<file path="src/rtl/trap_ctrl.sv">
// Machine-mode trap controller: arbitrates exceptions and M-mode interrupts, sequences the
// flush/redirect handshake, and owns mstatus trap fields, mepc, mcause, mtval and privilege.
module trap_ctrl #(
  parameter int unsigned XLEN = 64
) (
  input  logic            clk_i,
  input  logic            rst_i,
  input  logic            commit_valid_i,
  input  logic [XLEN-1:0] commit_pc_i,
  input  logic            ex_valid_i,
  input  logic [XLEN-1:0] ex_cause_i,
  input  logic [XLEN-1:0] ex_tval_i,
  input  logic            mret_i,
  input  logic            wfi_i,
  input  logic            irq_msi_i,
  input  logic            irq_mti_i,
  input  logic            irq_mei_i,
  input  logic [XLEN-1:0] mie_i,
  input  logic [XLEN-1:0] mtvec_i,
  input  logic            csr_we_i,
  input  logic [11:0]     csr_addr_i,
  input  logic [XLEN-1:0] csr_wdata_i,
  output logic [XLEN-1:0] csr_rdata_o,
  output logic            flush_o,
  input  logic            flush_ack_i,
  output logic            redirect_valid_o,
  output logic [XLEN-1:0] redirect_pc_o,
  output logic            trap_o,
  output logic            stall_o,
  output logic [1:0]      priv_o
);

  typedef enum logic [1:0] {StRun, StDrain, StRedirect, StSleep} state_e;

  localparam logic [1:0]  PrivU       = 2'b00;
  localparam logic [1:0]  PrivM       = 2'b11;
  localparam logic [11:0] AddrMstatus = 12'h300;
  localparam logic [11:0] AddrMepc    = 12'h341;
  localparam logic [11:0] AddrMcause  = 12'h342;
  localparam logic [11:0] AddrMtval   = 12'h343;
  localparam logic [11:0] AddrMip     = 12'h344;

  state_e          state_q, state_d;
  logic [1:0]      priv_q, priv_d, mpp_q, mpp_d;
  logic            mie_q, mie_d, mpie_q, mpie_d;
  logic [XLEN-1:0] mepc_q, mepc_d, mcause_q, mcause_d, mtval_q, mtval_d;
  logic            pend_trap_q, pend_trap_d, pend_irq_q, pend_irq_d;
  logic [XLEN-1:0] pend_cause_q, pend_cause_d, pend_epc_q, pend_epc_d;
  logic [XLEN-1:0] pend_tval_q, pend_tval_d;
  logic            flush_q, flush_d, stall_q, stall_d;
  logic            redirect_valid_q, redirect_valid_d, trap_q, trap_d;
  logic [XLEN-1:0] redirect_pc_q, redirect_pc_d;

  logic [XLEN-1:0] mip, pend, mstatus, trap_base, trap_target;
  logic            irq_take;
  logic [3:0]      irq_code;

  assign mip      = XLEN'({irq_mei_i, 3'b000, irq_mti_i, 3'b000, irq_msi_i, 3'b000});
  assign pend     = mip & mie_i;
  assign irq_take = ((priv_q == PrivU) || mie_q) && (pend != '0);
  assign mstatus  = XLEN'({mpp_q, 3'b000, mpie_q, 3'b000, mie_q, 3'b000});

  always_comb begin
    if (pend[11])     irq_code = 4'd11;
    else if (pend[3]) irq_code = 4'd3;
    else              irq_code = 4'd7;
  end

  // Vectored mode only applies to interrupts; the latched cause low bits hold the code.
  assign trap_base   = {mtvec_i[XLEN-1:2], 2'b00};
  assign trap_target = (pend_irq_q && (mtvec_i[1:0] == 2'b01)) ?
                       trap_base + (XLEN'(pend_cause_q[3:0]) << 2) : trap_base;

  always_comb begin
    case (csr_addr_i)
      AddrMstatus: csr_rdata_o = mstatus;
      AddrMepc:    csr_rdata_o = mepc_q;
      AddrMcause:  csr_rdata_o = mcause_q;
      AddrMtval:   csr_rdata_o = mtval_q;
      AddrMip:     csr_rdata_o = mip;
      default:     csr_rdata_o = '0;
    endcase
  end

  always_comb begin
    state_d          = state_q;
    priv_d           = priv_q;
    mpp_d            = mpp_q;
    mie_d            = mie_q;
    mpie_d           = mpie_q;
    mepc_d           = mepc_q;
    mcause_d         = mcause_q;
    mtval_d          = mtval_q;
    pend_trap_d      = pend_trap_q;
    pend_irq_d       = pend_irq_q;
    pend_cause_d     = pend_cause_q;
    pend_epc_d       = pend_epc_q;
    pend_tval_d      = pend_tval_q;
    flush_d          = 1'b0;
    stall_d          = 1'b0;
    redirect_valid_d = 1'b0;
    redirect_pc_d    = '0;
    trap_d           = 1'b0;

    case (state_q)
      StRun: begin
        if (commit_valid_i && (irq_take || ex_valid_i || mret_i)) begin
          state_d     = StDrain;
          flush_d     = 1'b1;
          stall_d     = 1'b1;
          pend_trap_d = irq_take || ex_valid_i;
          pend_irq_d  = irq_take;
          pend_epc_d  = commit_pc_i;
          if (irq_take) begin
            pend_cause_d = {1'b1, (XLEN-1)'(irq_code)};
            pend_tval_d  = '0;
          end else begin
            pend_cause_d = ex_cause_i;
            pend_tval_d  = ex_tval_i;
          end
        end else if (commit_valid_i && wfi_i) begin
          state_d = StSleep;
          stall_d = 1'b1;
        end else if (csr_we_i) begin
          case (csr_addr_i)
            AddrMstatus: begin
              mie_d  = csr_wdata_i[3];
              mpie_d = csr_wdata_i[7];
              mpp_d  = (csr_wdata_i[12:11] == 2'b10) ? PrivU : csr_wdata_i[12:11];
            end
            AddrMepc:   mepc_d   = {csr_wdata_i[XLEN-1:2], 2'b00};
            AddrMcause: mcause_d = csr_wdata_i;
            AddrMtval:  mtval_d  = csr_wdata_i;
            default: ;
          endcase
        end
      end
      StDrain: begin
        stall_d = 1'b1;
        if (flush_ack_i) begin
          state_d          = StRedirect;
          redirect_valid_d = 1'b1;
          redirect_pc_d    = pend_trap_q ? trap_target : mepc_q;
          trap_d           = pend_trap_q;
        end else begin
          flush_d = 1'b1;
        end
      end
      StRedirect: begin
        state_d = StRun;
        if (pend_trap_q) begin
          mepc_d   = {pend_epc_q[XLEN-1:2], 2'b00};
          mcause_d = pend_cause_q;
          mtval_d  = pend_tval_q;
          mpie_d   = mie_q;
          mie_d    = 1'b0;
          mpp_d    = priv_q;
          priv_d   = PrivM;
        end else begin
          mie_d  = mpie_q;
          mpie_d = 1'b1;
          priv_d = mpp_q;
          mpp_d  = PrivU;
        end
      end
      StSleep: begin
        // Wake on any pending line; whether it traps is decided back in RUN.
        if (pend != '0) begin
          state_d = StRun;
        end else begin
          stall_d = 1'b1;
        end
      end
      default: state_d = StRun;
    endcase
  end

  always_ff @(posedge clk_i) begin
    if (rst_i) begin
      state_q          <= StRun;
      priv_q           <= PrivM;
      mpp_q            <= PrivU;
      mie_q            <= 1'b0;
      mpie_q           <= 1'b0;
      mepc_q           <= '0;
      mcause_q         <= '0;
      mtval_q          <= '0;
      pend_trap_q      <= 1'b0;
      pend_irq_q       <= 1'b0;
      pend_cause_q     <= '0;
      pend_epc_q       <= '0;
      pend_tval_q      <= '0;
      flush_q          <= 1'b0;
      stall_q          <= 1'b0;
      redirect_valid_q <= 1'b0;
      redirect_pc_q    <= '0;
      trap_q           <= 1'b0;
    end else begin
      state_q          <= state_d;
      priv_q           <= priv_d;
      mpp_q            <= mpp_d;
      mie_q            <= mie_d;
      mpie_q           <= mpie_d;
      mepc_q           <= mepc_d;
      mcause_q         <= mcause_d;
      mtval_q          <= mtval_d;
      pend_trap_q      <= pend_trap_d;
      pend_irq_q       <= pend_irq_d;
      pend_cause_q     <= pend_cause_d;
      pend_epc_q       <= pend_epc_d;
      pend_tval_q      <= pend_tval_d;
      flush_q          <= flush_d;
      stall_q          <= stall_d;
      redirect_valid_q <= redirect_valid_d;
      redirect_pc_q    <= redirect_pc_d;
      trap_q           <= trap_d;
    end
  end

  assign flush_o          = flush_q;
  assign stall_o          = stall_q;
  assign redirect_valid_o = redirect_valid_q;
  assign redirect_pc_o    = redirect_pc_q;
  assign trap_o           = trap_q;
  assign priv_o           = priv_q;

endmodule

</file>
<file path="config.mk">
export PLATFORM = sky130hd
export DESIGN_NAME = trap_ctrl
export DESIGN_NICKNAME = d
export VERILOG_FILES = /design/src/rtl/trap_ctrl.sv
export SDC_FILE = /design/constraint.sdc
export NUM_CORES = 1
export LEC_CHECK = 0
export BUFFER_PORTS_ARGS = -buffer_cell sky130_fd_sc_hd__buf_4
export CAP_MARGIN = 15
export CORE_MARGIN = 5
export CORE_UTILIZATION = 23
export DETAILED_ROUTE_END_ITERATION = 12
export GPL_TIMING_DRIVEN = 0
export HOLD_SLACK_MARGIN = 0.05
export PLACE_DENSITY = 0.45
export SETUP_SLACK_MARGIN = 0.15
export SLEW_MARGIN = 10
export SYNTH_ARGS = -nofsm -noshare
export SYNTH_HDL_FRONTEND = slang
export SYNTH_SLANG_ARGS = --single-unit
</file>
<file path="constraint.sdc">
create_clock -name clk_i -period 2.55 [get_ports clk_i]
set_clock_uncertainty 0.1 [all_clocks]
set_input_delay 0.1275 -clock clk_i [delete_from_list [all_inputs] [get_ports clk_i]]
set_output_delay 0.1275 -clock clk_i [all_outputs]
set_load 0.03 [all_outputs]
</file>
### Word level (Yosys, flattened, before mapping)

Index checks and enable logic that the tools add are counted.
W data, S select, Z words.

| storage, ports and cells | value |
|---|---|
| bits in registers | 462 |
| output and inout port bits | 134 |
| memories | 0 |
| bits in writable memories | 0 |
| bits in latches | 0 |
| ROM bits | 0 |

| operators by class | value |
|---|---|
| shift operators | 0 |
| reductions and logical operators | 19 |
| bitwise operators | 3 |
| $lt $le $gt $ge | 0 |
| multiply operators | 0 |
| multiplexer cells | 58 |
| add/sub/neg operators | 1 |
| divide/modulo/power cells | 0 |
| eq/ne operators | 21 |

Operators with widths:

| cell | number |
|---|---|
| $mux W64 | 19 |
| $pmux W64 S2 | 3 |
| $pmux W64 S5 | 1 |
| $add A64 B6 Y64 | 1 |
| $and A12 B64 Y64 | 1 |
| $reduce_bool A64 Y1 | 1 |
| $eq A12 B10 Y1 const B | 5 |
| $mux W2 | 11 |
| $reduce_and A6 Y1 | 3 |
| $mux W1 | 16 |
| $ne A2 B2 Y1 const B | 6 |
| $ne A2 B1 Y1 const B | 4 |
| $pmux W2 S4 | 1 |
| $eq A2 B2 Y1 const B | 3 |
| $pmux W1 S2 | 3 |
| $reduce_and A5 Y1 | 1 |
| $eq A2 B1 Y1 const B | 2 |
| $logic_and A1 B1 Y1 | 4 |
| $logic_not A2 Y1 | 2 |
| $mux W4 | 1 |
| $pmux W2 S2 | 1 |
| $logic_or A1 B1 Y1 | 3 |
| $mux W3 | 1 |
| $ne A3 B3 Y1 const B | 1 |
| 7 further kinds | 8 |

### Longest topological paths before layout

Gate-level depths: netlist of run 1.

| logic depth | value |
|---|---|
| word-level depth | 8 |
| mapped depth | 9 |
| depth with buffers taken out | 8 |

### Least setup slack after synthesis of run 1

Ideal clock, no wire load.

| path | value |
|---|---|
| path kind | input -> output |
| from | input csr_addr_i[11] |
| to | output csr_rdata_o[15] |
| stages on the path | 5 |
| arrival time | 2.173 ns |
| path slack | 0.150 ns |
| buffers on the path | 2 |
| required time | 2.322 ns |
| cells stage by stage | or4_1 -> or3_1 -> clkbuf_1 -> clkbuf_1 -> o21ai_0 |

| between the ends | value |
|---|---|
| word-level cells in the longest chain between the ends | 2 |
| elaborated cells between the ends (all ways) | 6 |
| those cells by class | eq/ne: 5; mux: 1 |

Ends and longest elaborated chain:

| what | line | text |
|---|---|---|
| from (decl) | 21 | `input logic [11:0] csr_addr_i,` |
| $eq A12 B10 Y1 | 75 | `case (csr_addr_i)` |
| $pmux W64 S5 * | 75 |  |
| to (decl) | 23 | `output logic [XLEN-1:0] csr_rdata_o,` |

Mark *: on every way between the ends. The rest lies on a longest branch, timed or not.

### Worst setup path after layout of run 1

| path | value |
|---|---|
| from | input csr_addr_i[11] |
| to | output csr_rdata_o[14] |

Same word-level chain as after synthesis.

==> results of run 1 <==
[registers in the layout, indices dropped and copies added, names as in the netlist]
signal            cells
trap_o                1
pend_tval_q          64
pend_cause_q         64
priv_o                2
redirect_valid_o      1
mcause_q             64
stall_o               1
flush_o               1
pend_epc_q           62
pend_irq_q            1
mpp_q                 2
redirect_pc_o        62
state_q               2
mpie_q                1
pend_trap_q           1
mtval_q              64
mepc_q               62
mie_q                 1
[metal layers]
metal / track usage / routed length [um] / vias to the layer above
li1: - / - / 10600
met1: 0.316 / 53700 / 10700
met2: 0.381 / 53700 / 690
met3: 0.0356 / 6200 / 141
met4: 0.0630 / 3410 / 2
met5: 0 / 11 / -
[power groups by stage]
stage,sequential [mW],clock (mW),combinational (mW)
6_report,7.84,7.63,3.81
5_1_grt,7.88,8.00,4.09
4_1_cts,7.83,7.75,3.76
2_1_floorplan,7.89,0,1.72
3_3_place_gp,7.98,0,3.22
3_5_place_dp,7.99,0,3.23
[critical path, cell delays in order]
cell and delay, ns:
buf_4 0.11, or4_4 0.62, or3_4 0.38, clkbuf_16 0.20, clkbuf_16 0.20, o21ai_1 0.28, buf_4 0.23
[Yosys cell counts (4+ instances only)]
master and number:
dfxtp_1 456, a21oi_1 429, nand2_1 342, nor2_1 251, clkbuf_1 160, a211oi_2 158
nand3_1 155, o21ai_0 109, mux2i_1 70, and2_1 66, a211oi_1 52, xnor2_1 35
nor3_1 27, buf_4 22, buf_2 19, inv_1 18, nand4_1 16, xor2_1 16
buf_1 13, buf_6 9, nor4_1 9, a311oi_1 6, or3_1 6, a31oi_1 5
and3_1 5, ha_1 4
[final cells by class]
type,count,area (um2)
Antenna cell,6,15.0
Tap cell,1176,1470
Clock inverter,16,159
Buffer,223,1460
Multi-Input combinational cell,1811,11200
Fill cell,9422,57700
Clock buffer,76,1520
Sequential cell,456,9140
Inverter,18,67.6
Timing Repair Buffer,827,7120
[kinds of logic (layout without fill, tap and decap cells)]
kind of cell / after synthesis / after routing / synth area share
AOI/OAI and AO/OA: 780 / 780 / 0.257
buffers and inverters: 241 / 1160 / 0.0519
other: 1 / 8 / 0.000181
adders and majority gates: 5 / 5 / 0.00337
DFF: 456 / 456 / 0.439
muxes: 70 / 70 / 0.0337
and+or+nand+nor: 903 / 903 / 0.193
xor gates and xnor gates: 51 / 51 / 0.0215
[stage by stage]
stage                     worst slack (ns)  setup TNS, ns  cells   util  hold slack (ns)
final                                0.137              0   4609  0.358           0.0807
after global routing                0.0647              0   4603  0.358           0.0815
after CTS                           0.0877              0   4600  0.354           0.0565
after detailed placement             -1.38        -455.24   4163  0.288            0.289
after global placement               -1.45        -465.28   4158  0.287            0.285
after floorplan                      0.150              0   2508      -            0.163
[final timing paths]
check	startpoint	endpoint
worst min register to register	pend_cause_q[52]	pend_cause_q[52]
worst max register to register	pend_cause_q[0]	redirect_pc_o[36]
worst min-delay path	mtvec_i[34]	redirect_pc_o[37]
worst max-delay path	csr_addr_i[11]	csr_rdata_o[14]
[timing repair]
| action | 4_1_cts | 5_1_grt |
|---|---|---|
| pin swaps | 28 | 27 |
| endpoints found under the setup margin | 509 | 431 |
| hold endpoints to repair | 437 | 0 |
| setup buffers | 20 | 3 |
| resized for setup | 282 | 93 |
| hold buffers | 325 | 0 |
==> run metrics, run 1 <==
TritonCTS clock tree yes; I/O Buffers 474; drt wl/cell 25.4 um; average size of a mapped cell 8.29 um2; final period utilization 0.946; P_leak 12.1 nW; via count 22100; Gate power share 0.197; Hold Path Depth 5; # rows 110; R2R setup slack 0.16 ns; die footprint 96400 um2; CP arrival 2.19 ns; total CTS buffers 52; clock root cell clkbuf_16; initial core utilization 0.231; final estimated routing congestion in global placement 0.854; Main synth FF type dfxtp_1; Sw Ratio 0.305; Final setup violation count 0; RSZ-0062 raised after global routing true; commonest non-fill, non-tap cell in the layout buf_4; number of remaining DRC errors 0; layout cell share with drive strength beyond 1 0.285; Via density 4.80; maximum number of pins on one net before global-route repair 14; Num Clock Sinks 456; sequential share of the synthesized area 0.439; most frequent cells in the layout buf_4, dfxtp_1, a21oi_1; Post-synth EDFFs 0; VDD IR max 0.565 mV; Clk pin slew, worst setup/hold paths 0.07 ns; final antenna-violating net count 0; Setup CP Type in -> out; Final Instance Area 32200 um2; final WL 117000 um; first-pass GRT wire length 164000 um; die width 311 um; Slew Limit Fails 0; io pins 541; Hold WC Path Type in -> reg; chip height 311 um; P_int 13.4 mW; Sequential Power Share 0.407; Final Hold Viols 0; vias in the first global route 22900; clock buffer depth 3; synth-to-layout area growth 54.9%; Overall Power 19.3 mW; fmax 414 MHz; Cell Area, Placed 25900 um2; library cells used by synthesis 57; relative slew slack 0.118; initial detailed-routing violation count 1522; drt first pass iters 5; Mapped Area 20800 um2; reg2reg path depth 9; CP required 2.32 ns; FFs w/ async S/R, synth 0; clock insertion delay at the later pin of the skew report 0.62 ns; H-tree levels 2; Critical Path End Type output pin; grt total ovfl 0; crit path time final 2.41 ns; post-DP HPWL 90800 um; Syn Inst Count 2507; Worst-Margin Slew 1.32 ns; status finished clean; core area 89900 um2; Sw Pwr 5.89 mW; largest area contributor in the netlist dfxtp_1; PD cells 599 nW/um2; yosys warns 0; Worst Path Max Fanout 10; top cells by area, synth dfxtp_1, a21oi_1, a211oi_2; Startpoint Class primary input; Clk pwr share 0.396; top-area cell type share of the netlist area 0.439; MaxCap Viol Count 0; initial antenna violation count 6; # nets final 3801; Tot GR Track Use 0.231; Seq cells post-synth 456
Note: power is estimated with default switching activity, not from simulation.
==> run 2: changes to the inputs <==
SETUP_SLACK_MARGIN = default   (was 0.15)
==> run metrics, run 2 (synthesis results as in run 1) <==
status complete, but fails checks; violated checks setup timing; P_leak 11.7 nW (-3.0%); reg2reg path depth 8 (-1); RR Endpoint redirect_pc_o[49]; # nets final 3789 (-0.32%); die footprint 96400 um2 (unchanged); crit path time final 2.63 ns (+0.222 ns); crit-path max cell delay 0.60 ns (-0.02 ns); Worst-Margin Slew 1.22 ns (-0.102 ns); initial antenna violation count 10 (+4); most used cell along the critical path buf_4; first element of the critical path csr_addr_i[11]; most frequent cells in the layout buf_4, dfxtp_1, a21oi_1; total CTS buffers 52 (unchanged); Startpoint Class primary input; Hold WC Path Type in -> reg; setup ws final -0.0848 ns (-0.222 ns); Tot GR Track Use 0.231 (-0.000518); Hold Path Depth 4 (-1); final antenna-violating net count 0 (unchanged); chip height 311 um (unchanged); Via density 4.79 (-0.18%); relative slew slack 0.186 (+0.0680); via count 22000 (-0.52%); initial detailed-routing violation count 1508 (-0.92%); final estimated routing congestion in global placement 0.854 (unchanged); PD cells 610 nW/um2 (+1.8%); io pins 541 (unchanged); Slew Limit Fails 0 (unchanged); Worst Setup EP csr_rdata_o[8]; grt total ovfl 0 (unchanged); CP required 2.32 ns (about the same); MaxCap Viol Count 0 (unchanged); FF-to-FF Start pend_cause_q[2]; clock root cell clkbuf_16; Critical Path End Type output pin; Setup CP Type in -> out; # rows 110 (unchanged); fmax 380 MHz (-8.4%); drt wl/cell 25.4 um (about the same); post-DP HPWL 90800 um (unchanged); clock insertion delay at the later pin of the skew report 0.62 ns (about the same); Clk pin slew, worst setup/hold paths 0.06 ns (about the same); first-pass GRT wire length 164000 um (-0.48%); Worst Path Max Fanout 12 (+2); R2R setup slack 0.01 ns (-0.15 ns); core area 89900 um2 (unchanged); commonest non-fill, non-tap cell in the layout buf_4; synth-to-layout area growth 51.4%; VDD IR max 0.557 mV (-1.5%); Final Hold Viols 0 (unchanged); maximum number of pins on one net before global-route repair 14 (unchanged); CP arrival 2.41 ns (+0.22 ns); Num Clock Sinks 456 (unchanged); vias in the first global route 22800 (-0.71%); TritonCTS clock tree yes; H-tree levels 2 (unchanged); Final setup violation count 2 (+2); die width 311 um (unchanged); final WL 117000 um (-0.38%); number of remaining DRC errors 0 (unchanged); final period utilization 1.03 (+0.0871); initial core utilization 0.231 (unchanged); Overall Power 19.2 mW (-0.47%); slowest CP cell or4_4; clock buffer depth 3 (unchanged); I/O Buffers 474 (unchanged); crit-path cells buf_4 > or4_4 > or3_4 > clkbuf_4 > o21ai_1 > buf_4; dpl ws -1.38 ns (unchanged); drt first pass iters 5 (unchanged); layout cell share with drive strength beyond 1 0.269 (-0.0157); RSZ-0062 raised after global routing true
run 2: cell type report:
class / count / area, um2
Fill cell: 9499 / 58400
Multi-Input combinational cell: 1811 / 10900
Sequential cell: 456 / 9140
Timing Repair Buffer: 819 / 7010
Clock buffer: 76 / 1520
Tap cell: 1176 / 1470
Buffer: 219 / 1200
Clock inverter: 16 / 159
Inverter: 18 / 67.6
Antenna cell: 2 / 5.00
run 2: what timing repair did:
item | in CTS | in global routing
gates resized for setup | 159 | 70
pin swaps | 6 | 11
hold buffers | 325 | 0
endpoints found under the setup margin | 490 | 288
setup buffers | 11 | 4
endpoints found under the hold margin | 437 | 0
run 2: worst max-delay path: cells and delay by family:
family	cells	cell delay [ns]
buffers and inverters	3	0.70
AO/OA/AOI/OAI	1	0.50
AND/OR/NAND/NOR	2	1.07
run 2: power by group:
group	internal (mW)	total [mW]	switching, mW
logic	1.48	3.73	2.25
registers	7.54	7.84	0.305
clock network	4.33	7.61	3.28
run 2: per-layer routing:
| layer | track usage | vias to the layer above | wire [um] |
|---|---|---|---|
| li1 | - | 10500 | - |
| met1 | 0.313 | 10600 | 52500 |
| met2 | 0.380 | 698 | 53500 |
| met3 | 0.0387 | 142 | 7060 |
| met4 | 0.0637 | 4 | 3460 |
| met5 | 0 | - | 24 |
run 2: worst min-delay path by stage:
stage / from / endpoint
2_1_floorplan: commit_pc_i[10] / pend_epc_q[10]
3_3_place_gp: commit_pc_i[50] / pend_epc_q[50]
3_5_place_dp: commit_pc_i[52] / pend_epc_q[52]
4_1_cts: csr_wdata_i[20] / mepc_q[20]
5_1_grt: csr_wdata_i[20] / mtval_q[20]
6_report: csr_wdata_i[20] / mtval_q[20]
run 2: per-stage QoR:
stage / cells / instance area (um2) / util / setup TNS (ns) / hold slack [ns]
after floorplan: 2508 / 20800 / - / 0 / 0.163
after detailed placement: 4163 / 25900 / 0.288 / -455.24 / 0.289
after global placement: 4158 / 25800 / 0.287 / -465.28 / 0.285
after CTS: 4588 / 31300 / 0.348 / -0.0128 / 0.0565
after global routing: 4591 / 31500 / 0.350 / -0.290 / 0.0815
final: 4593 / 31500 / 0.350 / -0.0936 / 0.0801
